==> config.mk <==
export PLATFORM = sky130hd
export DESIGN_NAME = current_monitor
export DESIGN_NICKNAME = d
export VERILOG_FILES = /design/src/rtl/current_monitor.sv
export SDC_FILE = /design/constraint.sdc
export NUM_CORES = 1
export LEC_CHECK = 0
export CORE_ASPECT_RATIO = 0.6
export CORE_MARGIN = 4
export CORE_UTILIZATION = 45
export DETAILED_ROUTE_END_ITERATION = 8
export GPL_ROUTABILITY_DRIVEN = 0
export GPL_TIMING_DRIVEN = 1
export PLACE_DENSITY = 0.65
export SLEW_MARGIN = 5
export SYNTH_ARGS = -nofsm -noshare
export SYNTH_HDL_FRONTEND = slang
export SYNTH_SLANG_ARGS = --single-unit
==> constraint.sdc <==
create_clock -name clock -period 11.2 [get_ports clock]
set_clock_uncertainty 0.2 [all_clocks]
set_input_delay 2.24 -clock clock [delete_from_list [all_inputs] [get_ports clock]]
set_output_delay 2.24 -clock clock [all_outputs]
set_load 0.02 [all_outputs]
==> src/rtl/current_monitor.sv <==
`default_nettype none
`timescale 1ns/1ps
// ============================================================================
// Module      : current_monitor
// Description : Per-sensor EMA filter and debounced, latched overcurrent trip
//               for TLI4970 samples, with an Avalon-MM status/config slave.
// Revision    : 1.0 - initial release
// ============================================================================
module current_monitor #(
    parameter int NUMBER_OF_SENSORS  = 2,
    parameter int EMA_SHIFT          = 2,
    parameter int DEFAULT_THRESHOLD  = 2000,
    parameter int DEFAULT_TRIP_COUNT = 3
) (
    input  logic                         clock,
    input  logic                         reset,
    input  logic                         sample_valid,
    input  logic [7:0]                   sample_sensor,
    input  logic signed [12:0]           sample_data,
    input  logic [7:0]                   address,
    input  logic                         write,
    input  logic [31:0]                  writedata,
    input  logic                         read,
    output logic [31:0]                  readdata,
    output logic                         waitrequest,
    output logic [NUMBER_OF_SENSORS-1:0] overcurrent
);

    localparam int c_ACC_W = 13 + EMA_SHIFT;
    localparam int c_IDX_W = (NUMBER_OF_SENSORS > 1) ? $clog2(NUMBER_OF_SENSORS) : 1;

    logic [c_ACC_W-1:0]           r_acc    [NUMBER_OF_SENSORS];
    logic [12:0]                  r_raw    [NUMBER_OF_SENSORS];
    logic [7:0]                   r_exceed [NUMBER_OF_SENSORS];
    logic [12:0]                  w_filt   [NUMBER_OF_SENSORS];
    logic [NUMBER_OF_SENSORS-1:0] r_oc;
    logic [12:0]                  r_threshold;
    logic [7:0]                   r_trip_count;
    logic [31:0]                  r_sample_cnt;
    logic [31:0]                  r_idx_err_cnt;
    logic                         r_s2_valid;
    logic [c_IDX_W-1:0]           r_s2_idx;
    logic [12:0]                  r_s2_filt;
    logic                         r_rd_ack;
    logic [31:0]                  r_readdata;

    logic                         w_idx_ok;
    logic                         w_accept;
    logic [c_IDX_W-1:0]           w_idx;
    logic [c_ACC_W-1:0]           w_acc_cur;
    logic [c_ACC_W-1:0]           w_acc_next;
    logic [12:0]                  w_mag;
    logic [7:0]                   w_exc_cur;
    logic [7:0]                   w_exc_inc;
    logic                         w_over;
    logic                         w_trip;
    logic [NUMBER_OF_SENSORS-1:0] w_clr;
    logic [31:0]                  w_rdata;
    logic                         w_unused_wdata;

    assign w_unused_wdata = &{1'b0, writedata};

    assign w_idx_ok = ({24'd0, sample_sensor} < 32'(NUMBER_OF_SENSORS));
    assign w_accept = sample_valid & w_idx_ok;
    assign w_idx    = sample_sensor[c_IDX_W-1:0];

    // The accumulator is updated in place, so a back-to-back sample to the same
    // sensor always sees the previous sample's result.
    assign w_acc_cur  = r_acc[w_idx];
    assign w_acc_next = w_acc_cur
                      + {{EMA_SHIFT{sample_data[12]}}, sample_data}
                      - {{EMA_SHIFT{w_acc_cur[c_ACC_W-1]}}, w_acc_cur[c_ACC_W-1:EMA_SHIFT]};

    generate
        for (genvar i = 0; i < NUMBER_OF_SENSORS; i++) begin : g_filt
            assign w_filt[i] = r_acc[i][c_ACC_W-1:EMA_SHIFT];
        end
    endgenerate

    // Stage 1: filter update and raw capture
    always_ff @(posedge clock or posedge reset) begin
        if (reset) begin
            for (int i = 0; i < NUMBER_OF_SENSORS; i++) begin
                r_acc[i] <= '0;
                r_raw[i] <= '0;
            end
            r_s2_valid <= 1'b0;
            r_s2_idx   <= '0;
            r_s2_filt  <= '0;
        end else begin
            r_s2_valid <= w_accept;
            if (w_accept) begin
                r_acc[w_idx] <= w_acc_next;
                r_raw[w_idx] <= sample_data;
                r_s2_idx     <= w_idx;
                r_s2_filt    <= w_acc_next[c_ACC_W-1:EMA_SHIFT];
            end
        end
    end

    // Stage 2: magnitude compare and debounce; -4096 maps to 4096 unsigned
    assign w_mag     = r_s2_filt[12] ? (13'd0 - r_s2_filt) : r_s2_filt;
    assign w_exc_cur = r_exceed[r_s2_idx];
    assign w_exc_inc = (w_exc_cur == 8'hff) ? 8'hff : (w_exc_cur + 8'd1);
    assign w_over    = (w_mag > r_threshold);
    assign w_trip    = r_s2_valid & w_over & (r_trip_count != 8'd0) & (w_exc_inc >= r_trip_count);
    assign w_clr     = (write && (address == 8'h82)) ? writedata[NUMBER_OF_SENSORS-1:0] : '0;

    // Stage-2 updates are ordered after the W1C so a simultaneous set wins.
    always_ff @(posedge clock or posedge reset) begin
        if (reset) begin
            for (int i = 0; i < NUMBER_OF_SENSORS; i++) begin
                r_exceed[i] <= '0;
            end
            r_oc <= '0;
        end else begin
            for (int i = 0; i < NUMBER_OF_SENSORS; i++) begin
                if (w_clr[i]) begin
                    r_oc[i]     <= 1'b0;
                    r_exceed[i] <= '0;
                end
            end
            if (r_s2_valid) begin
                r_exceed[r_s2_idx] <= w_over ? w_exc_inc : 8'd0;
                if (w_trip) begin
                    r_oc[r_s2_idx] <= 1'b1;
                end
            end
        end
    end

    always_comb begin
        w_rdata = 32'hdeadbeef;
        for (int i = 0; i < NUMBER_OF_SENSORS; i++) begin
            if (address == 8'(i)) begin
                w_rdata = {{19{w_filt[i][12]}}, w_filt[i]};
            end
            if (address == 8'(64 + i)) begin
                w_rdata = {{19{r_raw[i][12]}}, r_raw[i]};
            end
        end
        case (address)
            8'h80:   w_rdata = {19'd0, r_threshold};
            8'h81:   w_rdata = {24'd0, r_trip_count};
            8'h82:   w_rdata = 32'(r_oc);
            8'h83:   w_rdata = r_sample_cnt;
            8'h84:   w_rdata = r_idx_err_cnt;
            default: ;
        endcase
    end

    // Config, counters and the two-cycle read handshake
    always_ff @(posedge clock or posedge reset) begin
        if (reset) begin
            r_threshold   <= 13'(DEFAULT_THRESHOLD);
            r_trip_count  <= 8'(DEFAULT_TRIP_COUNT);
            r_sample_cnt  <= '0;
            r_idx_err_cnt <= '0;
            r_rd_ack      <= 1'b0;
            r_readdata    <= '0;
        end else begin
            if (write) begin
                case (address)
                    8'h80:   r_threshold  <= writedata[12:0];
                    8'h81:   r_trip_count <= writedata[7:0];
                    default: ;
                endcase
            end
            if (sample_valid) begin
                if (w_idx_ok) begin
                    r_sample_cnt <= r_sample_cnt + 32'd1;
                end else if (r_idx_err_cnt != 32'hffff_ffff) begin
                    r_idx_err_cnt <= r_idx_err_cnt + 32'd1;
                end
            end
            r_rd_ack <= read & ~r_rd_ack;
            if (read && !r_rd_ack) begin
                r_readdata <= w_rdata;
            end
        end
    end

    assign waitrequest = read & ~r_rd_ack;
    assign readdata    = r_readdata;
    assign overcurrent = r_oc;

endmodule
`default_nettype wire

After elaboration in Yosys (flattened, before gate mapping)
Index checks and enable logic that the tools add are counted.

storage, ports and cells
  register bits = 207
  input port bits = 66

operators by class
  $add $sub $neg = 6
  $lt $le $gt $ge = 9
  equal/unequal tests = 10
  mux-type cells = 33
  bitwise gates (word level) = 10
  reductions and logical operators = 12

operators with widths
  kind                                                                   count
  32-bit case mux with 5 select lines                                    1
  32-bit 2-to-1 mux                                                      4
  32-bit by 1-bit adder with 32-bit output, second input constant        2
  8-bit 2-to-1 mux                                                       8
  15-bit 2-to-1 mux                                                      4
  8-bit equality test, second input constant                             6
  32-bit inequality test, second input constant                          1
  30-bit bitwise mux                                                     1
  26-bit bitwise mux                                                     1
  13-bit 2-to-1 mux                                                      2
  16-bit bitwise mux                                                     1
  8-bit by 7-bit equality test with 1-bit output, second input constant  2
  16-bit 2-to-1 mux                                                      1
  15-bit adder                                                           1
  15-bit demux with 1-bit select                                         1
  15-bit subtractor                                                      1
  13-bit demux with 1-bit select                                         1
  13-bit > comparator                                                    1
  1-bit by 13-bit subtractor with 13-bit output, first input constant    1
  8-bit by 1-bit adder with 8-bit output, second input constant          1
  8-bit demux with 1-bit select                                          1
  8-bit by 1-bit equality test with 1-bit output, second input constant  1
  8-bit >= comparator                                                    1
  8-bit logical NOT                                                      1
  17 further kinds                                                       35

Longest topological paths before layout
  depth in word-level cells = 10
  depth in mapped cells = 15

Least setup slack after synthesis
No wires, ideal clock.

  path kind = input to register
  start point = in sample_sensor[0]
  end point = reg r_s2_filt[12]
  setup time = 0.125 ns
  arrival time = 5.501 ns
  required time = 10.875 ns
  setup slack = 5.374 ns
  stages = 15
  cells stage by stage = buf_2 clkbuf_1 mux2i_1 inv_1 ha_1 inv_1 ha_1 inv_1 fa_1 nand2b_1 a211o_1 a221oi_2 o221ai_1 xnor2_1 mux2_2

on the way
  word-level cells in the longest chain between the ends = 6
  elaborated cells on any way between the ends = 8
  classes of those cells = 2 x add/sub; 1 x order compare; 3 x mux; 2 x bitwise

ends and longest elaborated chain
  element                                                 RTL line  text
  from (decl)                                             18        input logic [7:0] sample_sensor,
  1-bit inverter with 2-bit output (not written as such)  69        assign w_acc_cur = r_acc[w_idx];
  15-bit 2-to-1 mux (not written as such) (3 in series)   69
  15-bit adder                                            71        + {{EMA_SHIFT{sample_data[12]}}, sample_data}
  15-bit subtractor                                       72        - {{EMA_SHIFT{w_acc_cur[c_ACC_W-1]}}, w_acc_cur[c_ACC_W-1:EMA_SHIFT]};
  to (signal assigned)                                    96        r_s2_filt <= w_acc_next[c_ACC_W-1:EMA_SHIFT];
  to (decl)                                               43        logic [12:0] r_s2_filt;

Several ways; a longest one is shown, not always the timed one. The select of a mux whose other input is x is not followed.
A chain may end at the register's enable or synchronous reset.

Worst setup path after layout
  start point = in read
  end point = out waitrequest

on the way
  word-level cells in the longest chain between the ends = 1

ends and longest elaborated chain
  element            RTL line  text
  from (decl)        23        input logic read,
  1-bit bitwise AND  183       assign waitrequest = read & ~r_rd_ack;
  to (decl)          25        output logic waitrequest,

No other way between the ends.

==> results.yml <==
cts:
  numCtsBuffers: 21
  cts_setup_buffers: 0
  clockBufferDepth: 3
  ctsRootBufferMaster: "clkbuf_16"
  post_cts_resized: 0
  cts.sinks: 207
  htree_num_levels: 1
  clkLatencyLatePin_ns: 0.52
  path_clk_slew_ns: 0.07
  cts_tree: "yes"
  cts.hold.buffers_added: 0
finish:
  drive_gt1_frac: 0.1137
  area_delta_synth_final_pct: 16.58
  fin_nets: 1355
  fin_util: 0.5334
  n_antenna_cell: 0
synthesis:
  synth-seq-cells: 207
  synthCells: 1161
  ys_top_cells_by_area: "dfrtp_1, mux2_2, xnor2_1"
  synth_area_sq_um: 11590
  yosys_warnings: 0
  netlist.area_leader.share: 0.4295
  avgSynthCellArea_sq_um: 9.986
  yosysMostFrequentCell: "dfrtp_1"
  synth_edf_count: 0
  yosys.cell_types.count: 77
  synthArstFlopShare: 1.000
  synth_ff_type: "dfrtp_1"
  seq_area_frac_synth: 0.4477
  ys_top_cells_by_count: "dfrtp_1, nand2_1, inv_1, nor2_1, xnor2_1"
  synth_nets: 1282
  yosysTopAreaCell: "dfrtp_1"
worst_setup_path:
  critical_path.max_stage_delay_ns: 0.91
  critPathKind: "in -> out"
  cp.depth: 5
  cp.arrival_ns: 4.66
  crit-reg2reg-launch: "r_s2_idx"
  critPathTopFamily: "buffers and inverters"
  worstPathMaxFanout: 35
  path_cells: "clkdlybuf4s50_1, nand2b_1, buf_4, clkinv_1, clkdlybuf4s50_1"
  worstPathRequired_ns: 8.76
  cpMostUsedCell: "clkdlybuf4s50_1"
  crit_start: "read"
  reg2reg_depth: 12
  cp-start-kind: "input port"
  crit_buf_inv: 4
  cpMaxStageDelayCell: "clkinv_1"
  critical_path.endpoint_type: "output pin"
floorplanning:
  dieArea_sq_um: 28480
  fp.dieW_microns: 215.2
  ioPinCount: 101
  die_h_microns: 132.3
  fp-row-count: 45
  initial_core_util: 0.4576
  core_area_sq_um: 25340
grt:
  grt_pass1_vias: 8594
  grt_pass1_wl_mm: 48.49
  grtUsageTotal: 0.2115
  grt_remaining_overflow: 0
  antenna_found_initial: 0
  grt_max_degree: 104
place:
  post-dp-hpwl_mm: 22.01
  port_buffers: 81
sta:
  max_freq_mhz: 140.8
  worst_pin_slew_ns: 1.128
  slew_headroom: 0.2436
  finalHoldViolCount: 0
  finalCriticalPeriod_ns: 7.103
  fin_crit_sh: 0.6342
  finalSetupViolCount: 0
  rsz0062_at_grt: "false"
  tns_ns: 0
  final-max-slew-violation-count: 0
route:
  vias: 9051
  drc: 0
  wl_per_cell_microns: 19.26
  drtAntennaViolNets: 0
  first_iter_violations: 801
  drtPass1Iterations: 5
  avgViaCountPerCell: 5.736
  drt_wl_total_mm: 30.39
power_and_ir_drop:
  p_seq_frac: 0.398
  power.leakage_nw: 5.983
  p_comb_frac: 0.231
  clock_power_share: 0.370
  swShare: 0.3056
  switchingPower_w: 0.0006610
  peakVddDrop_mv: 0.08495
  p_per_area_nw_per_um2: 160.0
  cellInternalPower_w: 0.001502
hold_path:
  holdCritPathClass: "reg -> reg"
  whs_path_depth: 1
  holdCritStartpoint: "r_sample_cnt[31]"
run_status:
  status: "completed"
job:
  max-cap-violations: 0
[kinds of logic after synthesis]
family | count (synthesis) | share of synthesized area
flip-flops | 207 | 0.4477
adder cells (fa/ha/maj) | 55 | 0.06842
XOR/XNOR | 87 | 0.06572
AO/OA/AOI/OAI | 244 | 0.1354
AND/OR/NAND/NOR | 348 | 0.1554
multiplexers | 86 | 0.08105
buffers and inverters | 134 | 0.04630
[routing by layer]
layer  vias to the layer above  wire [microns]  GRT usage
met4                         0             418    0.03218
met3                        35            2087    0.04606
li1                       4255               -          -
met1                      4512           16260     0.3562
met5                         -               0          0
met2                       249           11620     0.2761
[flip-flops by register name, summed over array words and instances, names as in the netlist, 8 cells and up]
| name | count |
|---|---|
| r_raw | 26 |
| r_sample_cnt | 32 |
| readdata | 32 |
| r_exceed | 16 |
| r_trip_count | 8 |
| r_threshold | 13 |
| r_acc | 30 |
| r_idx_err_cnt | 32 |
| r_s2_filt | 13 |
[per-stage QoR]
step	setup WS (ns)	area, sq um	hold slack, ns	power (W)	std cells
after CTS	4.136	13520	0.2779	0.002176	1578
after global placement	4.164	12740	0.2583	0.001354	1540
after global routing	3.908	13520	0.3012	0.002275	1578
final	4.097	13520	0.2705	0.002163	1578
after floorplan	3.121	11590	0.2444	0.001216	1161
after detailed placement	4.141	12740	0.2664	0.001369	1540
[cells in the final DEF, fill, tap and decap left out, types with 21 or more instances in the layout]
| master | netlist | routed |
|---|---|---|
| ha_1 | 41 | 41 |
| a21oi_1 | 56 | 56 |
| a22oi_1 | 27 | 27 |
| dfrtp_1 | 199 | 199 |
| mux2i_1 | 23 | 23 |
| mux2_2 | 62 | 62 |
| clkbuf_16 | 0 | 21 |
| nand2_1 | 120 | 120 |
| nor2_1 | 74 | 74 |
| nand3_1 | 30 | 30 |
| o21ai_0 | 65 | 65 |
| nand4_1 | 33 | 33 |
| xnor2_1 | 71 | 71 |
| inv_1 | 88 | 87 |
| clkdlybuf4s50_1 | 0 | 81 |
[power groups by stage]
stage	clock [W]	sequential, W	combinational (W)
detailed placement	0	0.000873	0.000497
floorplan	0	0.000858	0.000358
CTS	0.000817	0.000859	0.000499
global route	0.000844	0.000868	0.000563
global placement	0	0.000872	0.000482
finish	0.000801	0.000862	0.000500
[worst paths after layout]
check,end,slack (ns)
setup / recovery,waitrequest,4.10
max in group asynchronous,r_raw[10],6.88
min in group asynchronous,r_exceed[2],2.06
setup reg to reg,overcurrent[1],7.01
hold / removal,r_sample_cnt[31],0.27
hold reg to reg,r_sample_cnt[31],0.27
[layout make-up]
class                      count  area (sq um)
fill                        2255         11820
multi-input combinational    820          5884
sequential                   207          5190
timing repair buffer          94         908.4
clock buffer                  29         595.6
tap                          329         411.6
inverter                      90         345.3
clock inverter                 9         180.2
Power figures use the tool's default switching activity.
